### config.mk
export PLATFORM = sky130hd
export DESIGN_NAME = layer6_write_ctrl
export DESIGN_NICKNAME = d
export VERILOG_FILES = /design/src/rtl/layer6_pkg.sv /design/src/rtl/layer6_packer.sv /design/src/rtl/layer6_write_ctrl.sv
export SDC_FILE = /design/constraint.sdc
export NUM_CORES = 1
export LEC_CHECK = 0
export ABC_AREA = 1
export BUFFER_PORTS_ARGS = -buffer_cell sky130_fd_sc_hd__buf_2
export CAP_MARGIN = 20
export CORE_AREA = 10 10 163 165
export DETAILED_ROUTE_END_ITERATION = 16
export DIE_AREA = 0 0 173 175
export GPL_TIMING_DRIVEN = 0
export SLEW_MARGIN = 5
export SYNTH_ARGS = -nofsm -noshare
export SYNTH_HDL_FRONTEND = slang
export SYNTH_SLANG_ARGS = --single-unit
### constraint.sdc
create_clock -name CK -period 5.8 [get_ports CK]
set_input_delay 0.29 -clock CK [delete_from_list [all_inputs] [get_ports CK]]
set_output_delay 0.29 -clock CK [all_outputs]
set_load 0.05 [all_outputs]
### src/rtl/layer6_pkg.sv
// Shared types and sizing for the layer6 SRAM write/read controller.
// The SRAM is 64 words of 128 bits; each word packs eight 16-bit samples.
package layer6_pkg;
    localparam int L6_DATA_W = 16;
    localparam int L6_LANES  = 8;
    localparam int L6_DEPTH  = 64;
    localparam int L6_ADDR_W = 6;
    localparam int L6_LANE_W = $clog2(L6_LANES);
    localparam int L6_CNT_W  = L6_ADDR_W + 1;

    typedef logic [127:0] l6_word_t;

    typedef enum logic [1:0] {
        FILL  = 2'd0,
        WRITE = 2'd1,
        DONE  = 2'd2
    } l6_wr_state_e;
endpackage

### src/rtl/layer6_packer.sv
// Lane counter and pack register: gathers 16-bit samples into one 128-bit word.
// word_valid_o fires on the accept that completes a word (lane 7 or last sample).
module layer6_packer
    import layer6_pkg::*;
(
    input  logic                 clk_i,
    input  logic                 rst_ni,
    input  logic                 clear_i,
    input  logic                 flush_i,
    input  logic                 accept_i,
    input  logic [L6_DATA_W-1:0] data_i,
    input  logic                 last_i,
    output logic                 word_valid_o,
    output l6_word_t             word_o
);
    l6_word_t               pack_q, pack_d;
    logic [L6_LANE_W-1:0]   lane_q, lane_d;

    always_comb begin
        pack_d = pack_q;
        lane_d = lane_q;
        if (clear_i || flush_i) begin
            pack_d = '0;
            lane_d = '0;
        end else if (accept_i) begin
            pack_d[lane_q*L6_DATA_W +: L6_DATA_W] = data_i;
            lane_d = lane_q + 1'b1;
        end
    end

    always_ff @(posedge clk_i or negedge rst_ni) begin
        if (!rst_ni) begin
            pack_q <= '0;
            lane_q <= '0;
        end else begin
            pack_q <= pack_d;
            lane_q <= lane_d;
        end
    end

    assign word_valid_o = accept_i && ((lane_q == L6_LANE_W'(L6_LANES - 1)) || last_i);
    assign word_o       = pack_q;
endmodule

### src/rtl/layer6_write_ctrl.sv
// Fills the layer6 SRAM through port A and serves downstream reads through port B.
// Reads are only granted for committed words, so port B never targets the word port A writes.
module layer6_write_ctrl
    import layer6_pkg::*;
(
    input  logic                 CK,
    input  logic                 RSTN,
    input  logic                 clear,
    input  logic                 in_valid,
    input  logic [L6_DATA_W-1:0] in_data,
    input  logic                 in_last,
    output logic                 in_ready,
    input  logic                 rd_req,
    input  logic [L6_ADDR_W-1:0] rd_addr,
    output logic                 rd_gnt,
    output logic                 rd_valid,
    output l6_word_t             rd_data,
    output logic [L6_CNT_W-1:0]  wr_count,
    output logic                 frame_done,
    output logic [L6_ADDR_W-1:0] sram_a,
    output logic                 sram_wean,
    output logic                 sram_oea,
    output l6_word_t             sram_dia,
    output logic [L6_ADDR_W-1:0] sram_b,
    output logic                 sram_webn,
    output logic                 sram_oeb,
    input  l6_word_t             sram_dob,
    output l6_wr_state_e         dbg_state_o
);
    l6_wr_state_e          state_q, state_d;
    logic [L6_CNT_W-1:0]   wr_count_q, wr_count_d;
    logic                  last_q, last_d;
    logic [L6_ADDR_W-1:0]  sram_b_q, sram_b_d;
    logic                  rd_valid_q, rd_valid_d;
    logic                  accept;
    logic                  flush;
    logic                  word_valid;
    l6_word_t              pack_word;

    // Handshakes: a sample transfers on a cycle where in_valid && in_ready; a read
    // transfers on a cycle where rd_gnt is high, and its data appears with rd_valid one cycle later.
    assign in_ready = (state_q == FILL) && !clear;
    assign accept   = in_valid && in_ready;
    assign flush    = (state_q == WRITE);

    layer6_packer u_packer (
        .clk_i        (CK),
        .rst_ni       (RSTN),
        .clear_i      (clear),
        .flush_i      (flush),
        .accept_i     (accept),
        .data_i       (in_data),
        .last_i       (in_last),
        .word_valid_o (word_valid),
        .word_o       (pack_word)
    );

    always_comb begin
        state_d    = state_q;
        wr_count_d = wr_count_q;
        last_d     = last_q;
        case (state_q)
            FILL: begin
                if (accept && in_last) last_d = 1'b1;
                if (word_valid)        state_d = WRITE;
            end
            WRITE: begin
                wr_count_d = wr_count_q + 1'b1;
                last_d     = 1'b0;
                state_d    = ((wr_count_q == L6_CNT_W'(L6_DEPTH - 1)) || last_q) ? DONE : FILL;
            end
            DONE:    state_d = DONE;
            default: state_d = FILL;
        endcase
        // A clear overrides everything, including cancelling an in-flight WRITE.
        if (clear) begin
            state_d    = FILL;
            wr_count_d = '0;
            last_d     = 1'b0;
        end
    end

    assign rd_gnt     = rd_req && !clear && ({1'b0, rd_addr} < wr_count_q);
    assign sram_b_d   = rd_gnt ? rd_addr : sram_b_q;
    assign rd_valid_d = rd_gnt;

    always_ff @(posedge CK or negedge RSTN) begin
        if (!RSTN) begin
            state_q    <= FILL;
            wr_count_q <= '0;
            last_q     <= 1'b0;
            sram_b_q   <= '0;
            rd_valid_q <= 1'b0;
        end else begin
            state_q    <= state_d;
            wr_count_q <= wr_count_d;
            last_q     <= last_d;
            sram_b_q   <= sram_b_d;
            rd_valid_q <= rd_valid_d;
        end
    end

    // wr_count doubles as the write address; it only reaches DEPTH once in DONE.
    assign sram_a      = wr_count_q[L6_ADDR_W-1:0];
    assign sram_wean   = !((state_q == WRITE) && !clear);
    assign sram_oea    = 1'b0;
    assign sram_dia    = pack_word;
    assign sram_b      = sram_b_q;
    assign sram_webn   = 1'b1;
    assign sram_oeb    = rd_valid_q;
    assign rd_valid    = rd_valid_q && !clear;
    assign rd_data     = rd_valid ? sram_dob : '0;
    assign wr_count    = wr_count_q;
    assign frame_done  = (state_q == DONE);
    assign dbg_state_o = state_q;
endmodule

==> results.cfg, run 1 <==
[cts]
hold_buffers = 1
root_buffer = clkbuf_16
htree_levels = 4
clk_transition_reported_paths_ns = 0.07
cts_setup_buffers = 0
postCtsResizedCells = 0
cts_sinks = 148
clkLatencyLatePin_ns = 0.43
clockBufferDepth = 2
cts_tree = built
cts_made_buffers = 17

[layout]
multi_input_area_um2 = 3050
regArea_um2 = 3700
fin_cells = 1892
nFillCells = 2515
areaGrowthSynthToFinish_pct = 42.4
layout_common_cells = buf_2 (464), nand2_1 (323), inv_1 (176), nor2_1 (163), dfrtp_1 (148)
final_common_cell = buf_2
postLayoutCellArea_um2 = 11000
drive_above_1_share_pct = 34.5
fin_nets = 1711

[run]
maxCapViolations = 0

[setup_path]
cp-end-kind = output pin
arrival_ns = 2.43
required_ns = 5.51
start_kind = flip-flop
crit_type = reg -> out
path_max_fanout = 7
regToRegEndpoint = u_packer.word_o[75]
slowest_delay_ns = 0.40
r2r_cells = 12
cpMaxStageDelayCell = dfrtp_1
r2r-start = u_packer.lane_q[0]
crit_chain = inv_1, ha_1, nand2_1, nand2_1, a21oi_1, nand3_1, inv_1, buf_2
r2r_slack_ns = 3.31

[floorplan]
die_h_um = 175
dieArea_um2 = 30300
row_count = 56
start_util_pct = 33.3
io_pins = 441
core-area_um2 = 23300
die_w_um = 173

[global_routing]
overflow = 0
first_global_vias = 8666
antenna_found_initial = 30
track_usage_pct = 24.7
grt_pass1_wl_um = 56100
grt_max_degree = 80

[timing]
fmax_mhz = 367
final.setup.tns_ns = 0
fin_crit_sh_pct = 47.0
worst_pin_slew_ns = 0.547
finalSetupViolations = 0
fin_skew_ns = 0.0108
finalHoldViolations = 0
rsz0062_at_grt = false
fin_ws_ns = 3.08
fin_crit_ns = 2.72
drv_slew = 0
slew_headroom_pct = 63.6

[pwr]
ir_worst_vdd_mv = 0.202
power_leakage_nw = 7.39
power.density_nw_per_um2 = 236

[place]
place_hpwl_um = 33400
port_buffers = 438
pre_cts_ws_ns = 3.35
placed_cell_area_um2 = 10400
routabilityCongestion = 0.945
place_inst = 1841

[synthesis]
synth.distinct_cells = 27
syn-num-nets = 1252
synth_cells = 1083
avgSynthCellArea_um2 = 7.15
synth_seq_area_share_pct = 47.8
synth.cell_area_um2 = 7740
synth_seq_cells = 148
yosysWarnings = 0

[detailed_routing]
drt_pass1_iterations = 5
routed_wl_um = 39300
vias_per_cell = 4.59
ant_nets = 0
post_drt_wl_per_cell_um = 20.8
vias = 8692
drc = 0
first_iter_violations = 581

[hold_path]
min_delay_worst_endpoint = wr_count[6]
min_path_type = in -> reg
whs_path_depth = 2
min-delay-start = clear

[status]
outcome = completed
-- cells in the mapped netlist --
| library cell | n | area (um^2) |
|---|---|---|
| nand2_1 | 323 | 1210 |
| nand4_1 | 13 | 81.3 |
| nand2_2 | 8 | 50.1 |
| nor2_2 | 5 | 31.3 |
| nor2_1 | 163 | 612 |
| nor3_1 | 4 | 20.0 |
| dfrtp_1 | 148 | 3700 |
| o21ai_1 | 4 | 20.0 |
| nor2_4 | 2 | 22.5 |
| nand2_4 | 2 | 22.5 |
| a31oi_1 | 1 | 6.26 |
| ha_1 | 13 | 163 |
| clkbuf_1 | 15 | 56.3 |
| inv_2 | 2 | 7.51 |
| a21oi_1 | 5 | 25.0 |
| o21ai_0 | 20 | 100 |
| nand3_2 | 1 | 10.0 |
| buf_2 | 27 | 135 |
| inv_1 | 176 | 661 |
| buf_6 | 2 | 22.5 |
| conb_1 | 2 | 7.51 |
| buf_4 | 13 | 97.6 |
| o21bai_1 | 1 | 7.51 |
| buf_1 | 1 | 3.75 |
| inv_4 | 2 | 12.5 |
| a21oi_2 | 1 | 8.76 |
| nand3_1 | 129 | 646 |
-- final cells by class --
| type | count | share of cell area [%] |
|---|---|---|
| sequential | 148 | 33.6 |
| clock buffer | 18 | 3.98 |
| multi-input combinational | 697 | 27.6 |
| inverter | 180 | 6.17 |
| clock inverter | 14 | 1.45 |
| antenna | 18 | 0.408 |
| buffer | 58 | 2.86 |
| tap | 319 | 3.62 |
| timing repair buffer | 440 | 20.3 |
-- stage by stage --
| step | hold WS (ns) | utilization (%) | power, W |
|---|---|---|---|
| after floorplan | -0.00559 | - | 0.00133 |
| after global placement | 0.450 | 44.4 | 0.00149 |
| after detailed placement | 0.289 | 44.6 | 0.00150 |
| after CTS | 0.105 | 47.2 | 0.00263 |
| after global routing | 0.130 | 47.3 | 0.00270 |
| final | 0.119 | 47.4 | 0.00261 |
-- how the worst max path moves through the flow --
stage	from	end	cells past startpoint	slack, ns
detailed placement	u_packer.lane_q[0]	u_packer.word_o[75]	12	3.35
floorplan	wr_count[4]	rd_gnt	7	3.38
CTS	wr_count[4]	rd_gnt	8	3.06
global placement	RSTN	sram_oeb	1	2.16
global route	wr_count[4]	rd_gnt	8	2.85
finish	wr_count[4]	rd_gnt	8	3.08
-- flip-flops by register name, summed over array words and instances (netlist names) --
name / flops
dbg_state_o: 2
last_q: 1
sram_b: 6
sram_oeb: 1
u_packer.lane_q: 3
u_packer.word_o: 128
wr_count: 7
-- routing by layer --
layer / GRT usage [%] / vias up / share of wire, %
met5: 0 / - / 0.22
met4: 9.56 / 14 / 3.3
met3: 12.5 / 93 / 10
met2: 41.5 / 389 / 48
met1: 26.1 / 4010 / 38
li1: - / 4186 / -
-- critical path, delay by kind of cell, from the launching register on --
| kind | cells | cell delay, ns |
|---|---|---|
| AO/OA/AOI/OAI | 1 | 0.38 |
| adder cells (fa/ha/maj) | 1 | 0.29 |
| buffers and inverters | 3 | 0.51 |
| flip-flops | 1 | 0.40 |
| AND/OR/NAND/NOR | 3 | 0.41 |
-- kinds of logic (layout without fill, tap and decap cells) --
family / count (synthesis) / after routing / synth area share (%)
AOI/OAI and AO/OA: 32 / 32 / 2.16
buffers and inverters: 238 / 710 / 12.9
and+or+nand+nor: 650 / 650 / 35.0
adders and majority gates: 13 / 13 / 2.10
other: 2 / 20 / 0.0970
DFF: 148 / 148 / 47.8
-- where the power goes --
group | switching [W] | internal, W
logic | 0.000312 | 0.000110
registers | 0.0000110 | 0.00105
clock network | 0.000499 | 0.000625
total | 0.000822 | 0.00178
Note: power is estimated with default switching activity, not from simulation.
==> inputs of run 2 (changes only) <==
--- a/config.mk
+++ b/config.mk
@@ -8,9 +8,9 @@
 export ABC_AREA = 1
 export BUFFER_PORTS_ARGS = -buffer_cell sky130_fd_sc_hd__buf_2
 export CAP_MARGIN = 20
-export CORE_AREA = 10 10 163 165
+export CORE_AREA = 10 10 164 166
 export DETAILED_ROUTE_END_ITERATION = 16
-export DIE_AREA = 0 0 173 175
+export DIE_AREA = 0 0 174 176
 export GPL_TIMING_DRIVEN = 0
 export SLEW_MARGIN = 5
 export SYNTH_ARGS = -nofsm -noshare
==> constraint.sdc (replaced) <==
create_clock -name CK -period 2.7 [get_ports CK]
set_input_delay 0.135 -clock CK [delete_from_list [all_inputs] [get_ports CK]]
set_output_delay 0.135 -clock CK [all_outputs]
set_load 0.05 [all_outputs]
==> results.cfg, run 2 (synthesis results as in run 1) <==
[setup_path]
crit_type = in -> out
start_kind = input port
r2r-start = u_packer.lane_q[0]
cp-end-kind = output pin
r2r_cells = 12
arrival_ns = 2.39
path_max_fanout = 10
r2r_slack_ns = 0.21
crit_path_start = clear
regToRegEndpoint = u_packer.word_o[77]
critical_path.endpoint = rd_data[110]
required_ns = 2.57

[place]
place_hpwl_um = 34600
port_buffers = 438
routabilityCongestion = 0.973
pre_cts_ws_ns = 0.267

[cts]
htree_levels = 4
cts_setup_buffers = 0
root_buffer = clkbuf_16
clkLatencyLatePin_ns = 0.43
clockBufferDepth = 2
cts_tree = built
cts_sinks = 148
clk_transition_reported_paths_ns = 0.06
cts_made_buffers = 17

[detailed_routing]
drt_pass1_iterations = 8
routed_wl_um = 40500
drc = 0
ant_nets = 0
post_drt_wl_per_cell_um = 21.5
first_iter_violations = 712
vias = 8791
vias_per_cell = 4.66

[global_routing]
grt_max_degree = 82
grt_pass1_wl_um = 58700
overflow = 0
track_usage_pct = 25.4
first_global_vias = 8633
antenna_found_initial = 13

[floorplan]
core-area_um2 = 23800
start_util_pct = 32.5
dieArea_um2 = 30600
row_count = 57
io_pins = 441
die_h_um = 176
die_w_um = 174

[layout]
regArea_um2 = 3700
areaGrowthSynthToFinish_pct = 42.7
nFillCells = 2561
fin_nets = 1717
layout_common_cells = buf_2 (464), nand2_1 (323), inv_1 (176), nor2_1 (163), dfrtp_1 (148)
drive_above_1_share_pct = 34.4
multi_input_area_um2 = 3050
largest_reg_flops = 128
final_common_cell = buf_2

[hold_path]
min-delay-start = in_data[0]
min_path_type = in -> reg

[timing]
fmax_mhz = 396
slew_headroom_pct = 63.2
finalHoldViolations = 0
fin_crit_sh_pct = 93.6
fin_crit_ns = 2.53
fin_skew_ns = 0.0168
rsz0062_at_grt = false
drv_slew = 0
final.setup.tns_ns = 0
worst_pin_slew_ns = 0.552
fin_ws_ns = 0.173
finalSetupViolations = 0

[pwr]
ir_worst_vdd_mv = 0.357
power_leakage_nw = 7.41
power_w = 0.00562
power.density_nw_per_um2 = 509

[status]
outcome = completed

[run]
maxCapViolations = 0
-- run 2: worst max-delay path: stages --
cell	delay (ns)
dlygate4sd3_1	0.55
buf_2	0.18
inv_2	0.11
nand2_1	0.16
clkbuf_1	0.37
clkbuf_1	0.46
nor2_1	0.16
buf_2	0.25
-- run 2: layout make-up --
type | count | share of cell area (%)
clock buffers | 17 | 3.85
multi-input cells | 697 | 27.6
flip-flops and latches | 148 | 33.5
plain buffers | 58 | 2.85
inverters | 180 | 6.16
clock inverters | 14 | 1.49
repair buffers | 446 | 20.8
diodes | 3 | 0.0679
well taps | 324 | 3.67
-- run 2: metal layers --
metal	wire [um]	up-vias	global-route usage [%]	share of wire (%)
li1	-	4187	-	-
met1	15700	4198	28.9	39
met2	20600	348	44.7	51
met3	3550	50	9.46	8.8
met4	643	8	5.63	1.6
met5	57	-	0	0.14
-- run 2: what timing repair did --
item,in CTS,in global routing
endpoints found under the setup margin,0,1
endpoints found under the hold margin,75,0
hold buffers,7,0
gates resized for setup,0,1
-- run 2: worst min path at each step --
stage | end | slack, ns | depth (start not counted)
finish | u_packer.word_o[64] | 0.02 | 3
global route | u_packer.word_o[65] | 0.01 | 3
detailed placement | u_packer.word_o[19] | 0.13 | 1
CTS | sram_b[1] | 0.006 | 3
floorplan | dbg_state_o[0] | -0.16 | 0
global placement | wr_count[6] | 0.39 | 2
-- run 2: per-stage QoR --
stage	cell area (um^2)	cells	hold WS, ns	utilization (%)
floorplan	7740	1083	-0.161	-
global placement	10300	1845	0.386	43.4
detailed placement	10400	1846	0.127	43.6
CTS	11000	1884	0.00554	46.3
global route	11000	1885	0.0146	46.4
finish	11100	1887	0.0224	46.4
-- run 2: where the power goes --
part / switching [W] / total [W] / internal, W / leakage [nW]
sequential: 0.0000235 / 0.00228 / 0.00226 / 2.05
clock: 0.00104 / 0.00243 / 0.00139 / 0.283
combinational: 0.000674 / 0.000915 / 0.000241 / 5.07
